==> src/rtl/verificador_porta.sv <==
// -----------------------------------------------------------------------------
// verificador_porta
//
// Purpose:
//   Exhaustive on-board checker for a combinational gate with N_IN inputs and a
//   single output.  A start request walks every input vector 0..2^N_IN-1 onto
//   'entradas'.  Each vector is held for SETTLE cycles, and then 'y' is sampled
//   for one cycle and compared against TRUTH_TABLE.  When the run ends, the
//   block reports pass/fail, the number of mismatches and the first failing
//   vector.
//
// Parameters:
//   N_IN         number of gate inputs (1..4)
//   TRUTH_TABLE  expected output; bit i is the expected y for entradas == i
//   SETTLE       cycles each vector is held before y is sampled (>= 1)
//
// Ports:
//   clock          in   1        rising-edge clock
//   reset_n        in   1        synchronous active-low reset
//   iniciar        in   1        start request, honoured only in OCIOSO
//   y              in   1        gate output under test
//   entradas       out  N_IN     stimulus to the gate (MSB = first input)
//   ocupado        out  1        high while a run is in progress (ESPERA/AMOSTRA)
//   pronto         out  1        one-cycle pulse when a run finishes (FIM)
//   passou         out  1        last run had zero mismatches; held until next start
//   erros          out  N_IN+1   mismatch count of the last/current run
//   primeiro_erro  out  N_IN     first failing vector, meaningful when erros != 0
//   estado_dbg     out  2        current FSM state (OCIOSO=0, ESPERA=1, AMOSTRA=2, FIM=3)
//
// Handshake:
//   iniciar is a level that is sampled only in OCIOSO; a run then cannot be
//   restarted or cancelled except by reset.  pronto is a single-cycle
//   completion strobe with no back-pressure.  erros, primeiro_erro and passou
//   are stable whenever ocupado is low and pronto is low.
// -----------------------------------------------------------------------------
module verificador_porta #(
    parameter int                    N_IN        = 2,
    parameter logic [2**N_IN-1:0]    TRUTH_TABLE = 4'b1000,
    parameter int                    SETTLE      = 2
) (
    input  logic            clock,
    input  logic            reset_n,
    input  logic            iniciar,
    input  logic            y,
    output logic [N_IN-1:0] entradas,
    output logic            ocupado,
    output logic            pronto,
    output logic            passou,
    output logic [N_IN:0]   erros,
    output logic [N_IN-1:0] primeiro_erro,
    output logic [1:0]      estado_dbg
);

    // Settle counter just needs to hold the value SETTLE.
    localparam int CW = (SETTLE < 2) ? 1 : $clog2(SETTLE + 1);

    localparam logic [CW-1:0]   CNT_INI = CW'(SETTLE);
    localparam logic [CW-1:0]   CNT_UM  = CW'(1);
    localparam logic [N_IN-1:0] VET_UM  = N_IN'(1);
    localparam logic [N_IN:0]   ERR_UM  = (N_IN + 1)'(1);

    typedef enum logic [1:0] {
        OCIOSO  = 2'd0,
        ESPERA  = 2'd1,
        AMOSTRA = 2'd2,
        FIM     = 2'd3
    } estado_t;

    estado_t         estado_q, estado_d;
    logic [N_IN-1:0] vetor_q,  vetor_d;
    logic [CW-1:0]   cnt_q,    cnt_d;
    logic [N_IN:0]   erros_q,  erros_d;
    logic [N_IN-1:0] prim_q,   prim_d;
    logic            passou_q, passou_d;
    logic            diverge;

    // y is compared against the table entry for the vector currently applied.
    assign diverge = (y != TRUTH_TABLE[vetor_q]);

    // ------------------------------------------------------------------
    // State register
    // ------------------------------------------------------------------
    always_ff @(posedge clock) begin
        if (!reset_n) begin
            estado_q <= OCIOSO;
            vetor_q  <= '0;
            cnt_q    <= '0;
            erros_q  <= '0;
            prim_q   <= '0;
            passou_q <= 1'b0;
        end else begin
            estado_q <= estado_d;
            vetor_q  <= vetor_d;
            cnt_q    <= cnt_d;
            erros_q  <= erros_d;
            prim_q   <= prim_d;
            passou_q <= passou_d;
        end
    end

    // ------------------------------------------------------------------
    // Next-state logic
    // ------------------------------------------------------------------
    always_comb begin
        estado_d = estado_q;
        vetor_d  = vetor_q;
        cnt_d    = cnt_q;
        erros_d  = erros_q;
        prim_d   = prim_q;
        passou_d = passou_q;

        unique case (estado_q)
            OCIOSO: begin
                if (iniciar) begin
                    erros_d  = '0;
                    prim_d   = '0;
                    passou_d = 1'b0;
                    vetor_d  = '0;
                    cnt_d    = CNT_INI;
                    estado_d = ESPERA;
                end
            end

            ESPERA: begin
                // The counter is loaded with SETTLE, so leaving on a count of 1
                // gives exactly SETTLE cycles in ESPERA.
                if (cnt_q == CNT_UM) begin
                    estado_d = AMOSTRA;
                end else begin
                    cnt_d = cnt_q - CNT_UM;
                end
            end

            AMOSTRA: begin
                if (diverge) begin
                    // erros cannot exceed 2^N_IN, which fits in N_IN+1 bits.
                    erros_d = erros_q + ERR_UM;
                    if (erros_q == '0) begin
                        prim_d = vetor_q;
                    end
                end
                if (&vetor_q) begin
                    // The verdict includes the sample taken in this cycle, so
                    // passou is already valid while pronto is high.
                    passou_d = (erros_q == '0) && !diverge;
                    estado_d = FIM;
                end else begin
                    vetor_d  = vetor_q + VET_UM;
                    cnt_d    = CNT_INI;
                    estado_d = ESPERA;
                end
            end

            FIM: begin
                estado_d = OCIOSO;
            end

            default: begin
                estado_d = OCIOSO;
            end
        endcase
    end

    // ------------------------------------------------------------------
    // Outputs
    // ------------------------------------------------------------------
    always_comb begin
        ocupado = (estado_q == ESPERA) || (estado_q == AMOSTRA);
    end

    assign entradas      = ocupado ? vetor_q : '0;
    assign pronto        = (estado_q == FIM);
    assign passou        = passou_q;
    assign erros         = erros_q;
    assign primeiro_erro = prim_q;
    assign estado_dbg    = estado_q;

endmodule

==> config.mk <==
export PLATFORM = sky130hd
export DESIGN_NAME = verificador_porta
export DESIGN_NICKNAME = d
export VERILOG_FILES = /design/src/rtl/verificador_porta.sv
export SDC_FILE = /design/constraint.sdc
export NUM_CORES = 1
export LEC_CHECK = 0
export BUFFER_PORTS_ARGS = -buffer_cell sky130_fd_sc_hd__buf_2
export CAP_MARGIN = 20
export CORE_MARGIN = 2
export CORE_UTILIZATION = 52
export DETAILED_ROUTE_END_ITERATION = 6
export PLACE_DENSITY = 0.82
export REMOVE_ABC_BUFFERS = 1
export SYNTH_ARGS = -nofsm -noshare
export SYNTH_HDL_FRONTEND = slang
export SYNTH_SLANG_ARGS = --single-unit
==> constraint.sdc <==
create_clock -name clock -period 2.45 [get_ports clock]
set_clock_uncertainty 0.1 [all_clocks]
set_input_delay 0 -clock clock [delete_from_list [all_inputs] [get_ports clock]]
set_output_delay 0 -clock clock [all_outputs]
set_load 0.01 [all_outputs]
# [Yosys cells after proc, flatten, opt, wreduce, memory -nomap -nowiden]
# Cells that the tools add are included.
[op_classes] add_sub_neg=3 mul=0 div=0 n_lt_le_gt_ge=1 eq_ne=12 n_shift=0 muxes=23 bitwise=0 n_reduce_logical=14
[ops] operator="$mux W2" n=11
[ops] operator="$ne A2 B2 Y1 const B" n=7
[ops] operator="$reduce_and A3 Y1" n=3
[ops] operator="$pmux W2 S2" n=2
[ops] operator="$pmux W2 S4" n=1
[ops] operator="$reduce_and A4 Y1" n=2
[ops] operator="$mux W3" n=2
[ops] operator="$pmux W2 S3" n=1
[ops] operator="$pmux W3 S2" n=1
[ops] operator="$eq A2 B1 Y1 const B" n=2
[ops] operator="$eq A2 B2 Y1 const B" n=2
[ops] operator="$reduce_and A2 Y1" n=2
[ops] operator="$add A3 B1 Y3 const B" n=1
[ops] operator="$logic_not A3 Y1" n=1
[ops] operator="$lt A2 B3 Y1 const B" n=1
[ops] operator="$mux W1" n=3
[ops] operator="$reduce_bool A3 Y1" n=1
[ops] operator="$add A2 B1 Y2 const B" n=1
[ops] operator="$bmux W1 S2" n=1
[ops] operator="$logic_not A2 Y1" n=1
[ops] operator="$pmux W1 S2" n=1
[ops] operator="$reduce_bool A2 Y1" n=1
[ops] operator="$sub A2 B1 Y2 const B" n=1
[ops] operator="$logic_and A1 B1 Y1" n=1
[ops] operator="3 further kinds" n=3
[totals] reg_bits=12 latchBits=0 ramBits=0 romBits=0 in_bits=4 mem_count=0

# [Logic depth before layout (Yosys ltp)]
[depth] word_depth=7 mapped_depth=7 depth_no_buf=6

# [Least setup slack after synthesis]
# Ideal clock, no wire load.
[synth_path] kind="register to register" start="register estado_q[0] (netlist: estado_dbg[0])" end="register cnt_q[0]" setup_ns=0.070 t_arrival_ns=1.713 path_slack_ns=0.567 path_stages_with_launch=8 n_path_buf=1 synth_period_minus_slack_ns=1.883 path_cell_list="dfxtp_1 -> inv_1 -> ha_1 -> clkbuf_1 -> nand2_1 -> nand3_1 -> or3b_2 -> a21oi_1"
[synth_between] elab_chain_len=3 word_cells_on_any_way=9 cone_classes="eq/ne: 5; mux: 1; reduce/logical: 3"
[synth_lines] item="from (decl)" line_no="69" text="estado_t estado_q, estado_d;"
[synth_lines] item="from (signal assigned)" line_no="92" text="estado_q <= estado_d;"
[synth_lines] item="$eq A2 B1 Y1, or another cell as far along" line_no="112" text="unique case (estado_q)"
[synth_lines] item="$ne A2 B2 Y1 (no line) / $reduce_bool A3 Y1 (equally long branches)"
[synth_lines] item="$reduce_and A4 Y1 (no line)"
[synth_lines] item="to (signal assigned)" line_no="94" text="cnt_q <= cnt_d;"
[synth_lines] item="to (decl)" line_no="71" text="logic [CW-1:0] cnt_q, cnt_d;"
# Parallel ways exist; a longest one is shown, timed or not.
# A chain may end at the register's enable or synchronous reset.

# [Worst setup path in the final report]
[layout_path] start="register estado_q[0] (netlist: estado_dbg[0])" end="register prim_q[1] (netlist: primeiro_erro[1])"
[layout_between] elab_chain_len=3 word_cells_on_any_way=8 cone_classes="eq/ne: 4; mux: 1; reduce/logical: 3"
[layout_lines] item="$eq A2 B2 Y1 / $logic_not A2 Y1 (equally long branches)" line_no="112"
[layout_lines] item="$ne A2 B2 Y1 (no line) / $reduce_bool A2 Y1 (equally long branches)"
[layout_lines] item="$reduce_and A4 Y1 (no line)"
[layout_lines] item="to (signal assigned)" line_no="96" text="prim_q <= prim_d;"
[layout_lines] item="to (decl)" line_no="73" text="logic [N_IN-1:0] prim_q, prim_d;"
# Parallel ways exist; a longest one is shown, timed or not.

==> impl_metrics.py <==
metrics = {
    "status": {
        "status": "finished, final reports clean",
    },
    "place": {
        "dp_hpwl_um": 1120,
        "io_buffers": 15,
        "dpl_cell_area_um2": 845,
        "place_congestion": 0.832,
    },
    "detailed_routing": {
        "avgViaCountPerCell": 5.43,
        "drtPass1Iterations": 4,
        "routed_wl_um": 1520,
        "wl_per_cell_um": 12.7,
        "vias": 651,
        "ant_nets": 0,
        "drcViolationCount": 0,
        "drtIter0Drc": 13,
    },
    "floorplanning": {
        "fp.dieH_um": 42.2,
        "start_util_pct": 56.8,
        "rows": 13,
        "dieArea_mm2": 0.00178,
        "ios": 16,
        "die_w_um": 42.2,
        "core_mm2": 0.00133,
    },
    "synthesis": {
        "syn_area_per_cell_um2": 8.62,
        "synth_edf_count": 0,
        "synth_area_leader_cell": "dfxtp_1",
        "ys_ff_latch": 12,
        "synth_commonest_cells": "dfxtp_1 (12), ha_1 (12), inv_1 (9)",
        "syn_inst": 88,
        "netlist.area_leader.share_pct": 31.7,
        "synthTopCellsByArea": "dfxtp_1 (32%), ha_1 (20%), a21oi_1 (5.3%)",
        "synth_ff_type": "dfxtp_1",
        "synth.distinct_cells": 27,
        "yosysWarnings": 0,
        "synth_seq_area_share_pct": 31.7,
        "synthesis.area_um2": 758,
        "synthArstFlopShare_pct": 0,
    },
    "layout": {
        "antennaDiodeCount": 0,
        "syn_to_final_growth_pct": 15.7,
        "layout-drive-gt1-share_pct": 19.0,
        "fillers": 118,
        "final_util_pct": 65.8,
        "final_area_um2": 877,
        "register_area_um2": 240,
        "nNetsFinal": 123,
        "multi_input_area_um2": 477,
    },
    "clock_tree": {
        "tritoncts": "done",
        "ctsRootBufferMaster": "clkbuf_4",
        "cts_made_buffers": 3,
        "clk_pin_slew_ns": 0.07,
        "h-tree-depth": 1,
        "clk_latency_ns": 0.27,
        "clock_path_buffers": 2,
        "cts_sinks": 12,
    },
    "timing": {
        "maxSlewViolCount": 0,
        "tightest_slew_ns": 0.407,
        "final-setup-viol-count": 0,
        "slew_headroom_pct": 72.6,
        "period_needed_ns": 1.96,
        "rsz0062_at_grt": "no",
        "tns_ns": 0,
        "clock.fmax_mhz": 510,
        "hold_viol_final": 0,
        "min_period_over_period_pct": 80.0,
    },
    "setup_path": {
        "cp_data_arrival_time_ns": 2.03,
        "timing.rr.end": "primeiro_erro[1]",
        "r2r_start": "estado_dbg[0]",
        "end_kind": "register",
        "rr_worst_depth": 6,
        "cp_max_fo": 7,
        "critical_path_class": "reg2reg",
        "cp.required_ns": 2.52,
        "startpoint_type": "register",
        "ff2ff_setup_slack_ns": 0.49,
    },
    "grt": {
        "grt_pass1_wl_um": 2610,
        "grt_start_max_net_pins": 10,
        "antenna_found_initial": 0,
        "grt_pass1_vias": 597,
        "track_usage_pct": 18.7,
        "grt-ovfl-total": 0,
    },
    "power_and_ir_drop": {
        "power_density_mw_per_mm2": 876,
        "power_leakage_uw": 0.000405,
        "vdd_drop_max_mv": 0.533,
    },
    "job": {
        "maxCapViolations": 0,
    },
    "min_path": {
        "min_path_cells": 5,
        "hold_path_class": "in2reg",
        "hold_start": "iniciar",
        "hold_end": "passou",
    },
}
metal layers:
metal,GRT usage (%),up-vias,part of all wire (%)
met3,3.88,4,3.2
met2,28.6,9,45
met5,0,-,0
met4,7.50,0,1.3
met1,25.4,297,50
li1,-,341,-
cell type report:
cell class	instances	area share, %
Clock buffer	3	2.57
Tap cell	15	2.14
Sequential cell	12	27.4
Multi-Input combinational cell	65	54.4
Inverter	9	3.85
Timing Repair Buffer	16	9.70
what timing repair did:
| action | in CTS | in global routing |
|---|---|---|
| hold buffers | 1 | 0 |
| setup buffers | 0 | 0 |
| endpoints found under the hold margin | 5 | 0 |
| setup endpoints to repair | 0 | 0 |
| gates resized for setup | 0 | 0 |
flip-flops by register name, summed over array words and instances, names as in the netlist:
name / cells
passou: 1
primeiro_erro: 2
vetor_q: 2
cnt_q: 2
erros: 3
estado_dbg: 2
through the flow:
| stage | instances | power, uW | hold slack, ns | setup slack [ns] |
|---|---|---|---|---|
| after CTS | 120 | 769 | 0.0711 | 0.496 |
| final | 120 | 768 | 0.0720 | 0.490 |
| after detailed placement | 116 | 643 | 0.246 | 0.509 |
| after global routing | 120 | 829 | 0.136 | 0.379 |
| after global placement | 116 | 634 | 0.240 | 0.570 |
| after floorplan | 86 | 550 | 0.0282 | 0.623 |
worst max-delay path: stages, from the launching register on:
cell and delay (ns):
dfxtp_1 0.45, inv_1 0.14, ha_1 0.27, nor2b_1 0.20, a211oi_4 0.30, nand2_1 0.12
a32o_1 0.27
worst max path at each step:
| stage | from | to |
|---|---|---|
| floorplan | estado_dbg[0] | erros[2] |
| CTS | estado_dbg[0] | primeiro_erro[1] |
| detailed placement | estado_dbg[0] | primeiro_erro[1] |
| global route | estado_dbg[0] | primeiro_erro[0] |
| finish | estado_dbg[0] | primeiro_erro[1] |
| global placement | estado_dbg[0] | erros[2] |
cell families after synthesis:
| logic type | count (synthesis) | share of synthesized area (%) |
|---|---|---|
| flops | 12 | 31.7 |
| fa+ha+maj | 12 | 19.8 |
| compound gates | 23 | 21.3 |
| xor+xnor | 1 | 1.16 |
| buf+inv | 11 | 5.45 |
| simple gates | 29 | 20.6 |
where the power goes:
group          internal, uW  total (uW)  leakage [uW]  switching (uW)
Clock                  56.9         122     0.0000138            65.3
Sequential              225         261     0.0000975            35.9
Combinational           148         385      0.000294             237
Total                   430         768      0.000405             338
layout by cell type (no fill, tap or decap), types with 3 or more instances in the layout:
| cell type | count |
|---|---|
| buf_2 | 15 |
| ha_1 | 12 |
| dfxtp_1 | 12 |
| inv_1 | 9 |
| a21oi_1 | 8 |
| nand2_1 | 7 |
| and2_1 | 3 |
| nand3_1 | 3 |
| nand2b_1 | 3 |
| nor2_1 | 3 |
| a32o_1 | 3 |
| o21ai_0 | 3 |
| clkbuf_4 | 3 |
Power figures use the tool's default switching activity.
